[config.mk]
export PLATFORM = sky130hd
export DESIGN_NAME = i2c_initiator_engine
export DESIGN_NICKNAME = d
export VERILOG_FILES = /design/src/rtl/i2c_initiator_engine.sv
export SDC_FILE = /design/constraint.sdc
export NUM_CORES = 1
export LEC_CHECK = 0
export CAP_MARGIN = 20
export CORE_UTILIZATION = 58
export DETAILED_ROUTE_END_ITERATION = 10
export PLACE_DENSITY = 0.84
export SLEW_MARGIN = 20
export SYNTH_ARGS = -nofsm -noshare
export SYNTH_HDL_FRONTEND = slang
export SYNTH_SLANG_ARGS = --single-unit
[constraint.sdc]
create_clock -name clk -period 6.1 [get_ports clk]
set_input_delay 1.22 -clock clk [delete_from_list [all_inputs] [get_ports clk]]
set_output_delay 1.22 -clock clk [all_outputs]
set_load 0.005 [all_outputs]
[src/rtl/i2c_initiator_engine.sv]
`default_nettype none
// ============================================================================
// Module   : i2c_initiator_engine
// Purpose  : Single-byte I2C initiator. One request produces START, address
//            byte {addr, rw}, address ACK sample, one data byte (written or
//            read, read answered with NACK), then STOP. SCL is generated from
//            clk: one bit slot = 4 quarters of CLK_DIV clocks each. SCL and SDA
//            are open-drain style (1 = release, 0 = drive low).
// Optional : `define CLOCK_STRETCH_EN lets a target hold SCL low; the divider
//            and quarter counters freeze in q1/q2 while SCL_out=1, SCL_in=0.
// Ports    : clk, rst_n (async, active low)
//            start_req/rw/target_addr/controller_data_req : request (IDLE only)
//            SDA_in, SCL_in                               : resolved bus lines
//            SCL_out, SDA_out                             : bus drive
//            busy, done, ack_error, controller_data_rsp, rd_valid : status
// Revision : 1.0 - initial release
// ============================================================================
module i2c_initiator_engine #(
   parameter int DATA_WIDTH    = 8,
   parameter int ADDRESS_WIDTH = 7,
   parameter int CLK_DIV       = 4
) (
   input  logic                     clk,
   input  logic                     rst_n,
   input  logic                     start_req,
   input  logic                     rw,
   input  logic [ADDRESS_WIDTH-1:0] target_addr,
   input  logic [DATA_WIDTH-1:0]    controller_data_req,
   input  logic                     SDA_in,
   input  logic                     SCL_in,
   output logic                     SCL_out,
   output logic                     SDA_out,
   output logic                     busy,
   output logic                     done,
   output logic                     ack_error,
   output logic [DATA_WIDTH-1:0]    controller_data_rsp,
   output logic                     rd_valid
);

   localparam int AB_W  = ADDRESS_WIDTH + 1;
   localparam int MAX_W = (DATA_WIDTH > AB_W) ? DATA_WIDTH : AB_W;
   localparam int BIT_W = $clog2(MAX_W);
   localparam int DIV_W = $clog2(CLK_DIV);

   localparam logic [BIT_W-1:0] c_addr_last = BIT_W'(AB_W - 1);
   localparam logic [BIT_W-1:0] c_data_last = BIT_W'(DATA_WIDTH - 1);
   localparam logic [DIV_W-1:0] c_div_last  = DIV_W'(CLK_DIV - 1);

   typedef enum logic [3:0] {
      ST_IDLE, ST_START, ST_ADDR, ST_ADDR_ACK, ST_WRITE,
      ST_WRITE_ACK, ST_READ, ST_READ_NACK, ST_STOP
   } state_t;

   state_t                 r_state;
   logic [1:0]             r_q;
   logic [DIV_W-1:0]       r_div;
   logic [BIT_W-1:0]       r_bit;
   logic [AB_W-1:0]        r_addr_byte;
   logic [DATA_WIDTH-1:0]  r_wdata;
   logic [DATA_WIDTH-1:0]  r_shift;
   logic                   r_rw;
   logic                   r_sample;

   state_t                 w_nxt_state;
   logic [1:0]             w_nxt_q;
   logic [DIV_W-1:0]       w_nxt_div;
   logic [BIT_W-1:0]       w_nxt_bit;
   logic                   w_nxt_scl;
   logic                   w_nxt_sda;
   logic [AB_W-1:0]        w_addr_sh;
   logic [DATA_WIDTH-1:0]  w_data_sh;
   logic                   w_freeze;
   logic                   w_tick;
   logic                   w_sample;
   logic                   w_slot_end;

`ifdef CLOCK_STRETCH_EN
   // Only the SCL-high quarters can be stretched: a target can only hold
   // the line low once we have released it.
   assign w_freeze = ((r_q == 2'd1) || (r_q == 2'd2)) && SCL_out && !SCL_in;
`else
   logic w_unused_scl_in;
   assign w_unused_scl_in = SCL_in;
   assign w_freeze        = 1'b0;
`endif

   // w_tick marks the last clock of a quarter
   assign w_tick     = (r_state != ST_IDLE) && !w_freeze && (r_div == c_div_last);
   assign w_sample   = w_tick && (r_q == 2'd1);
   assign w_slot_end = w_tick && (r_q == 2'd3);

   // Next-state / counter logic; bus lines are registered from these values
   // so SCL/SDA change in the same cycle the quarter or state changes.
   always_comb begin
      w_nxt_state = r_state;
      w_nxt_q     = r_q;
      w_nxt_div   = r_div;
      w_nxt_bit   = r_bit;
      if (r_state == ST_IDLE) begin
         if (start_req) w_nxt_state = ST_START;
      end else if (!w_freeze) begin
         if (r_div == c_div_last) begin
            w_nxt_div = '0;
            w_nxt_q   = r_q + 2'd1;
            if (r_q == 2'd3) begin
               case (r_state)
                  ST_START:     w_nxt_state = ST_ADDR;
                  ST_ADDR:      if (r_bit == c_addr_last) w_nxt_state = ST_ADDR_ACK;
                                else w_nxt_bit = r_bit + BIT_W'(1);
                  ST_ADDR_ACK:  if (r_sample)  w_nxt_state = ST_STOP;
                                else if (r_rw) w_nxt_state = ST_READ;
                                else           w_nxt_state = ST_WRITE;
                  ST_WRITE:     if (r_bit == c_data_last) w_nxt_state = ST_WRITE_ACK;
                                else w_nxt_bit = r_bit + BIT_W'(1);
                  ST_WRITE_ACK: w_nxt_state = ST_STOP;
                  ST_READ:      if (r_bit == c_data_last) w_nxt_state = ST_READ_NACK;
                                else w_nxt_bit = r_bit + BIT_W'(1);
                  ST_READ_NACK: w_nxt_state = ST_STOP;
                  default:      w_nxt_state = ST_IDLE;
               endcase
               if (w_nxt_state != r_state) w_nxt_bit = '0;
            end
         end else begin
            w_nxt_div = r_div + DIV_W'(1);
         end
      end

      // Line decode for the upcoming cycle. MSB-first transmit via shift.
      w_addr_sh = r_addr_byte << w_nxt_bit;
      w_data_sh = r_wdata << w_nxt_bit;
      w_nxt_scl = 1'b1;
      w_nxt_sda = 1'b1;
      case (w_nxt_state)
         ST_START: begin
            w_nxt_scl = 1'b1;
            w_nxt_sda = ~w_nxt_q[1];             // SDA falls at q2: START
         end
         ST_ADDR: begin
            w_nxt_scl = w_nxt_q[0] ^ w_nxt_q[1];
            w_nxt_sda = w_addr_sh[AB_W-1];
         end
         ST_WRITE: begin
            w_nxt_scl = w_nxt_q[0] ^ w_nxt_q[1];
            w_nxt_sda = w_data_sh[DATA_WIDTH-1];
         end
         ST_ADDR_ACK, ST_WRITE_ACK, ST_READ, ST_READ_NACK: begin
            w_nxt_scl = w_nxt_q[0] ^ w_nxt_q[1];
            w_nxt_sda = 1'b1;
         end
         ST_STOP: begin
            w_nxt_scl = (w_nxt_q != 2'd0);
            w_nxt_sda = w_nxt_q[1];              // SDA rises at q2: STOP
         end
         default: begin
            w_nxt_scl = 1'b1;
            w_nxt_sda = 1'b1;
         end
      endcase
   end

   always_ff @(posedge clk or negedge rst_n) begin
      if (!rst_n) begin
         r_state             <= ST_IDLE;
         r_q                 <= '0;
         r_div               <= '0;
         r_bit               <= '0;
         r_addr_byte         <= '0;
         r_wdata             <= '0;
         r_shift             <= '0;
         r_rw                <= 1'b0;
         r_sample            <= 1'b1;
         SCL_out             <= 1'b1;
         SDA_out             <= 1'b1;
         busy                <= 1'b0;
         done                <= 1'b0;
         ack_error           <= 1'b0;
         controller_data_rsp <= '0;
         rd_valid            <= 1'b0;
      end else begin
         r_state  <= w_nxt_state;
         r_q      <= w_nxt_q;
         r_div    <= w_nxt_div;
         r_bit    <= w_nxt_bit;
         SCL_out  <= w_nxt_scl;
         SDA_out  <= w_nxt_sda;
         done     <= 1'b0;
         rd_valid <= 1'b0;

         if ((r_state == ST_IDLE) && start_req) begin
            r_addr_byte <= {target_addr, rw};
            r_rw        <= rw;
            r_wdata     <= controller_data_req;
            ack_error   <= 1'b0;
            busy        <= 1'b1;
         end

         if (w_sample) begin
            r_sample <= SDA_in;
            if (r_state == ST_READ) r_shift <= {r_shift[DATA_WIDTH-2:0], SDA_in};
         end

         if (w_slot_end) begin
            case (r_state)
               ST_ADDR_ACK: if (r_sample) ack_error <= 1'b1;
               ST_READ:     if (r_bit == c_data_last) controller_data_rsp <= r_shift;
               ST_STOP: begin
                  done     <= 1'b1;
                  busy     <= 1'b0;
                  rd_valid <= r_rw & ~ack_error;
               end
               default: ;
            endcase
         end
      end
   end

endmodule
`default_nettype wire

# Yosys cells after proc, flatten, opt, wreduce, memory -nomap -nowiden
# Index checks and enable logic that the tools add are counted.
# word_totals
reg_bits,51
inputBits,21
# op_classes
addsub,3
eq_ne,21
muxes,35
shift,2
n_reduce_logical,12
bitwise,4
# op_table
op,count
4-bit 2-to-1 mux,11
4-bit by 3-bit equality test with 1-bit output (second input constant),8
4-bit one-hot mux with 6 select lines,1
3-bit 2-to-1 mux,6
4-bit by 2-bit equality test with 1-bit output (second input constant),4
8-bit by 3-bit left shift with 8-bit output,2
1-bit 2-to-1 mux,11
4-bit by 1-bit equality test with 1-bit output (second input constant),2
4-bit equality test (second input constant),2
2-bit 2-to-1 mux,4
6-bit OR reduction,1
2-bit by 1-bit adder with 2-bit output (second input constant),2
2-bit equality test (second input constant),2
1-bit logical AND,4
4-bit zero test,1
4-bit inequality test,1
1-bit one-hot mux with 4 select lines,1
4-bit nonzero test,1
3-bit by 1-bit adder with 3-bit output (second input constant),1
3-bit equality test (second input constant),1
3-bit AND reduction,1
3-bit OR reduction,1
2-bit by 1-bit equality test with 1-bit output (second input constant),1
1-bit NOT,2
6 further kinds,6

# Logic depth before layout (Yosys ltp)
# depth
ltp_word,13
ltp_mapped,10
depth_no_buf,9

# Worst setup path before layout
# Ideal clock, no wire load.
# synth_timing
path_kind,register to register
startpoint,register r_div[0]
endpoint,register SDA_out
path_slack_ns,3.595
arrival_ns,2.446
path_stages_with_launch,10
setup_time_ns,0.060
period_less_slack_ns,2.505
path_buffers,1
cell_sequence,dfrtp_1 > ha_1 > and3_1 > a221oi_1 > a2bb2oi_1 > and3_1 > buf_2 > mux2_4 > a2111oi_2 > a211o_1
# synth_via
elab_chain_cells,5
# synth_lines
item,line,text
start: declaration,56,logic [DIV_W-1:0] r_div;
start signal: assignment,182,r_div <= w_nxt_div;
2-bit equality test *,102,if (r_div == c_div_last) begin
"3-bit 2-to-1 mux, or another cell as far along",102,
"3-bit 2-to-1 mux, or another cell as far along",99,if (r_state == ST_IDLE) begin
"8-bit by 3-bit left shift with 8-bit output, or another cell as far along",130,w_data_sh = r_wdata << w_nxt_bit;
1-bit one-hot mux with 4 select lines *,133,case (w_nxt_state)
net w_nxt_sda,69,logic w_nxt_sda;
end signal: assignment,185,SDA_out <= w_nxt_sda;
end: declaration,32,"output logic SDA_out,"
# The timed path passes the listed nets; every way through them passes the cells marked *.
# A chain may end at the register's enable or synchronous reset.

# Worst setup path in the final report
# layout_timing
startpoint,register r_div[0]
endpoint,register SDA_out
# layout_via
elab_chain_cells,5
# layout_lines
item,line,text
2-bit equality test *,102,
4-bit 2-to-1 mux *,102,
4-bit 2-to-1 mux *,99,
net w_nxt_state[2],64,state_t w_nxt_state;
"4-bit equality test, or another cell as far along",133,
1-bit one-hot mux with 4 select lines *,133,
net w_nxt_sda,69,
# Marked as above.

==> results.py <==
metrics = {
    "layout": {
        "fill_cells": 257,
        "fin_nets": 253,
        "diodes": 0,
        "area_growth_pct": 19.6,
        "finalInstanceArea_um2": 2840,
        "drive_gt1_share_pct": 26.3,
    },
    "global_routing": {
        "grt_max_degree": 51,
        "grt-ovfl-total": 0,
        "grt_pass1_wl_um": 8060,
        "antenna_found_initial": 0,
        "track_usage_pct": 25.2,
        "grt_pass1_vias": 1759,
    },
    "clocking": {
        "ctsHoldBuffers": 0,
        "cts.clk_slew.worst_paths_ns": 0.09,
        "cts_htree_levels": 2,
        "cts_buffer_depth": 2,
        "post_cts_buffers": 0,
        "clk_latency_ns": 0.30,
        "cts_buffers": 5,
        "cts_sinks": 50,
        "cts-root-buf": "clkbuf_8",
        "tritoncts": "built",
        "cts_resized": 0,
    },
    "setup_path": {
        "crit_fanout": 9,
        "critPathCaptureType": "register",
        "cp.arrival_ns": 3.13,
        "critical_path_class": "reg -> reg",
        "worst_setup_path_start_kind": "register",
        "r2r_start": "r_div[0]$_DFFE_PN0N_",
        "startpoint": "r_div[0]$_DFFE_PN0N_",
        "crit_path_top_delay_cell": "o31ai_1",
        "critical-path-max-stage-delay_ns": 0.71,
        "required_ns": 6.34,
        "cpLargestDelayFamily": "compound AO/OA/AOI/OAI gates",
        "crit_chain": "ha_1, nand2_2, o31ai_1, and3_1, mux2_4, a2111oi_2, a211o_1",
        "cp_num_buf_inv": 0,
    },
    "yosys": {
        "ys_ff_latch": 50,
        "synth_fp_nets": 219,
        "syn-cell-area_um2": 2380,
        "synth_area_leaders": "dfrtp_1 49%, mux2_2 17%, dfstp_2 3.3%",
        "synth_top_area_share_pct": 49.5,
        "synth_common_cells": "47 x dfrtp_1, 35 x mux2_2, 16 x nand2_1",
        "syn_inst": 193,
        "ys_types": 51,
        "synth_most_common_cell": "dfrtp_1",
        "synth_top_area_cell": "dfrtp_1",
        "synth_warnings": 0,
        "synthArstFlopShare_pct": 100,
        "ys.flop_type": "dfrtp_1",
        "synth-edff-count": 0,
        "yosysSeqAreaShare_pct": 52.8,
        "avgSynthCellArea_um2": 12.3,
    },
    "route": {
        "drt_pass1_iterations": 4,
        "first_iter_violations": 119,
        "viasPerCell": 5.88,
        "via_count": 1622,
        "routed_wl_um": 4620,
        "drc": 0,
        "final_antenna_net_count": 0,
        "wl_per_cell_um": 16.7,
    },
    "min_path": {
        "worstHoldPathType": "reg -> reg",
        "min_from": "ack_error$_DFF_PN0_",
    },
    "pwr": {
        "internal_power_mw": 0.476,
        "pwr-share-comb_pct": 3.3,
        "p_leak_nw": 1.34,
        "swShare_pct": 18.9,
        "powerDensity_nw_per_um2": 206,
        "clkPwrFrac_pct": 40.1,
        "peakVddDrop_uv": 171,
        "pwr-share-seq_pct": 56.6,
        "power_switching_mw": 0.111,
    },
    "timing": {
        "clock_skew_ns": 0.00749,
        "max_freq_ghz": 0.346,
        "final.min_clock_period_ns": 2.89,
        "fin_tns_setup_ns": 0,
        "rsz0062_at_grt": "no",
        "maxSlewHeadroom_pct": 40.3,
        "holdWs_ns": 0.485,
        "setup-violations-final": 0,
        "min_period_over_period_pct": 47.4,
        "final-hold-violation-count": 0,
        "max_slew.worst_pin.slew_ns": 0.887,
        "drv_slew": 0,
    },
    "die": {
        "rows": 22,
        "die_y_um": 66.0,
        "initial_utilization_pct": 62.6,
        "io_pins": 35,
        "die-area_um2": 4360,
        "core_um2": 3800,
        "dieWidth_um": 66.0,
    },
    "place": {
        "portBuffers": 33,
        "hpwl_um": 3350,
        "placed_area_um2": 2730,
        "routabilityCongestion": 0.823,
    },
    "flow_run": {
        "drv_cap": 0,
    },
    "outcome": {
        "status": "finished, final reports clean",
    },
}
## cell families (layout without fill, tap and decap cells)
family | count (synthesis) | count (layout) | synth area share (%)
adders and majority gates | 5 | 5 | 2.63
AOI/OAI and AO/OA | 32 | 32 | 10.1
and+or+nand+nor | 49 | 49 | 11.6
buffers and inverters | 15 | 50 | 3.21
DFF | 50 | 50 | 52.8
xor gates and xnor gates | 1 | 1 | 0.368
muxes | 41 | 41 | 19.3
## power by group through the flow
| stage | Combinational [mW] | Sequential [mW] | Clock [mW] |
|---|---|---|---|
| after floorplan | 0.000717 | 0.339 | 0 |
| after global placement | 0.0186 | 0.339 | 0 |
| after detailed placement | 0.0194 | 0.339 | 0 |
| after CTS | 0.0194 | 0.332 | 0.240 |
| after global routing | 0.0212 | 0.332 | 0.252 |
| final | 0.0191 | 0.332 | 0.236 |
## cell type report
cell class / count / area, um^2 / area share [%]
tap: 48 / 60.1 / 2.11
multi-input combinational: 128 / 1050 / 36.8
inverter: 9 / 38.8 / 1.36
sequential: 50 / 1250 / 44.1
clock buffer: 7 / 86.3 / 3.04
clock inverter: 1 / 30.0 / 1.06
timing repair buffer: 33 / 328 / 11.5
## worst paths after layout
| kind | end | slack [ns] | cells after the start |
|---|---|---|---|
| hold reg to reg | rd_valid$_DFF_PN0_ | 0.49 | 1 |
| setup reg to reg | SDA_out$_DFF_PN1_ | 3.21 | 7 |
| setup / recovery | SDA_out$_DFF_PN1_ | 3.21 | 7 |
| max in group asynchronous | controller_data_rsp[4]$_DFFE_PN0P_ | 4.75 | 1 |
| min in group asynchronous | r_q[0]$_DFF_PN0_ | 0.93 | 1 |
| hold / removal | rd_valid$_DFF_PN0_ | 0.49 | 1 |
## placed cells by master, fill, tap and decap left out, types with 2 or more instances in the layout
cell	Yosys	layout
nor2_1	7	7
dfstp_2	3	3
nor3_2	2	2
nand3_1	2	2
o21bai_1	3	3
mux2_2	35	35
and3_1	4	4
nor3_1	3	3
a211oi_1	3	3
a21oi_1	4	4
inv_1	8	8
clkbuf_8	0	6
o31ai_1	2	2
o21ai_0	3	3
nand2_1	16	16
ha_1	5	5
mux2i_1	5	5
a31oi_1	2	2
or2_2	3	3
o22ai_1	3	3
dfrtp_1	47	47
clkdlybuf4s50_1	0	32
## flip-flops by register name (all words and copies together) (netlist names), 2 cells and up
register,count
r_state,4
controller_data_rsp,8
r_div,2
r_shift,8
r_addr_byte,8
r_bit,3
r_q,2
r_wdata,8
## metal layers
| metal | track usage (%) | part of all wire, % | vias to the layer above | wire [um] |
|---|---|---|---|---|
| met3 | 6.90 | 3.2 | 10 | 146 |
| met5 | 0 | 0 | - | 0 |
| met2 | 40.6 | 49 | 37 | 2280 |
| li1 | - | - | 767 | - |
| met1 | 32.4 | 46 | 808 | 2120 |
| met4 | 9.31 | 1.6 | 0 | 76 |
## per-stage QoR
step | util (%) | std cells | power [mW] | worst slack, ns
after detailed placement | 71.7 | 268 | 0.358 | 3.25
after global routing | 74.9 | 276 | 0.606 | 3.02
final | 74.9 | 276 | 0.587 | 3.21
after floorplan | - | 193 | 0.339 | 3.59
after global placement | 71.7 | 268 | 0.357 | 3.25
after CTS | 74.8 | 276 | 0.592 | 3.22
(Power assumes the default switching activity.)
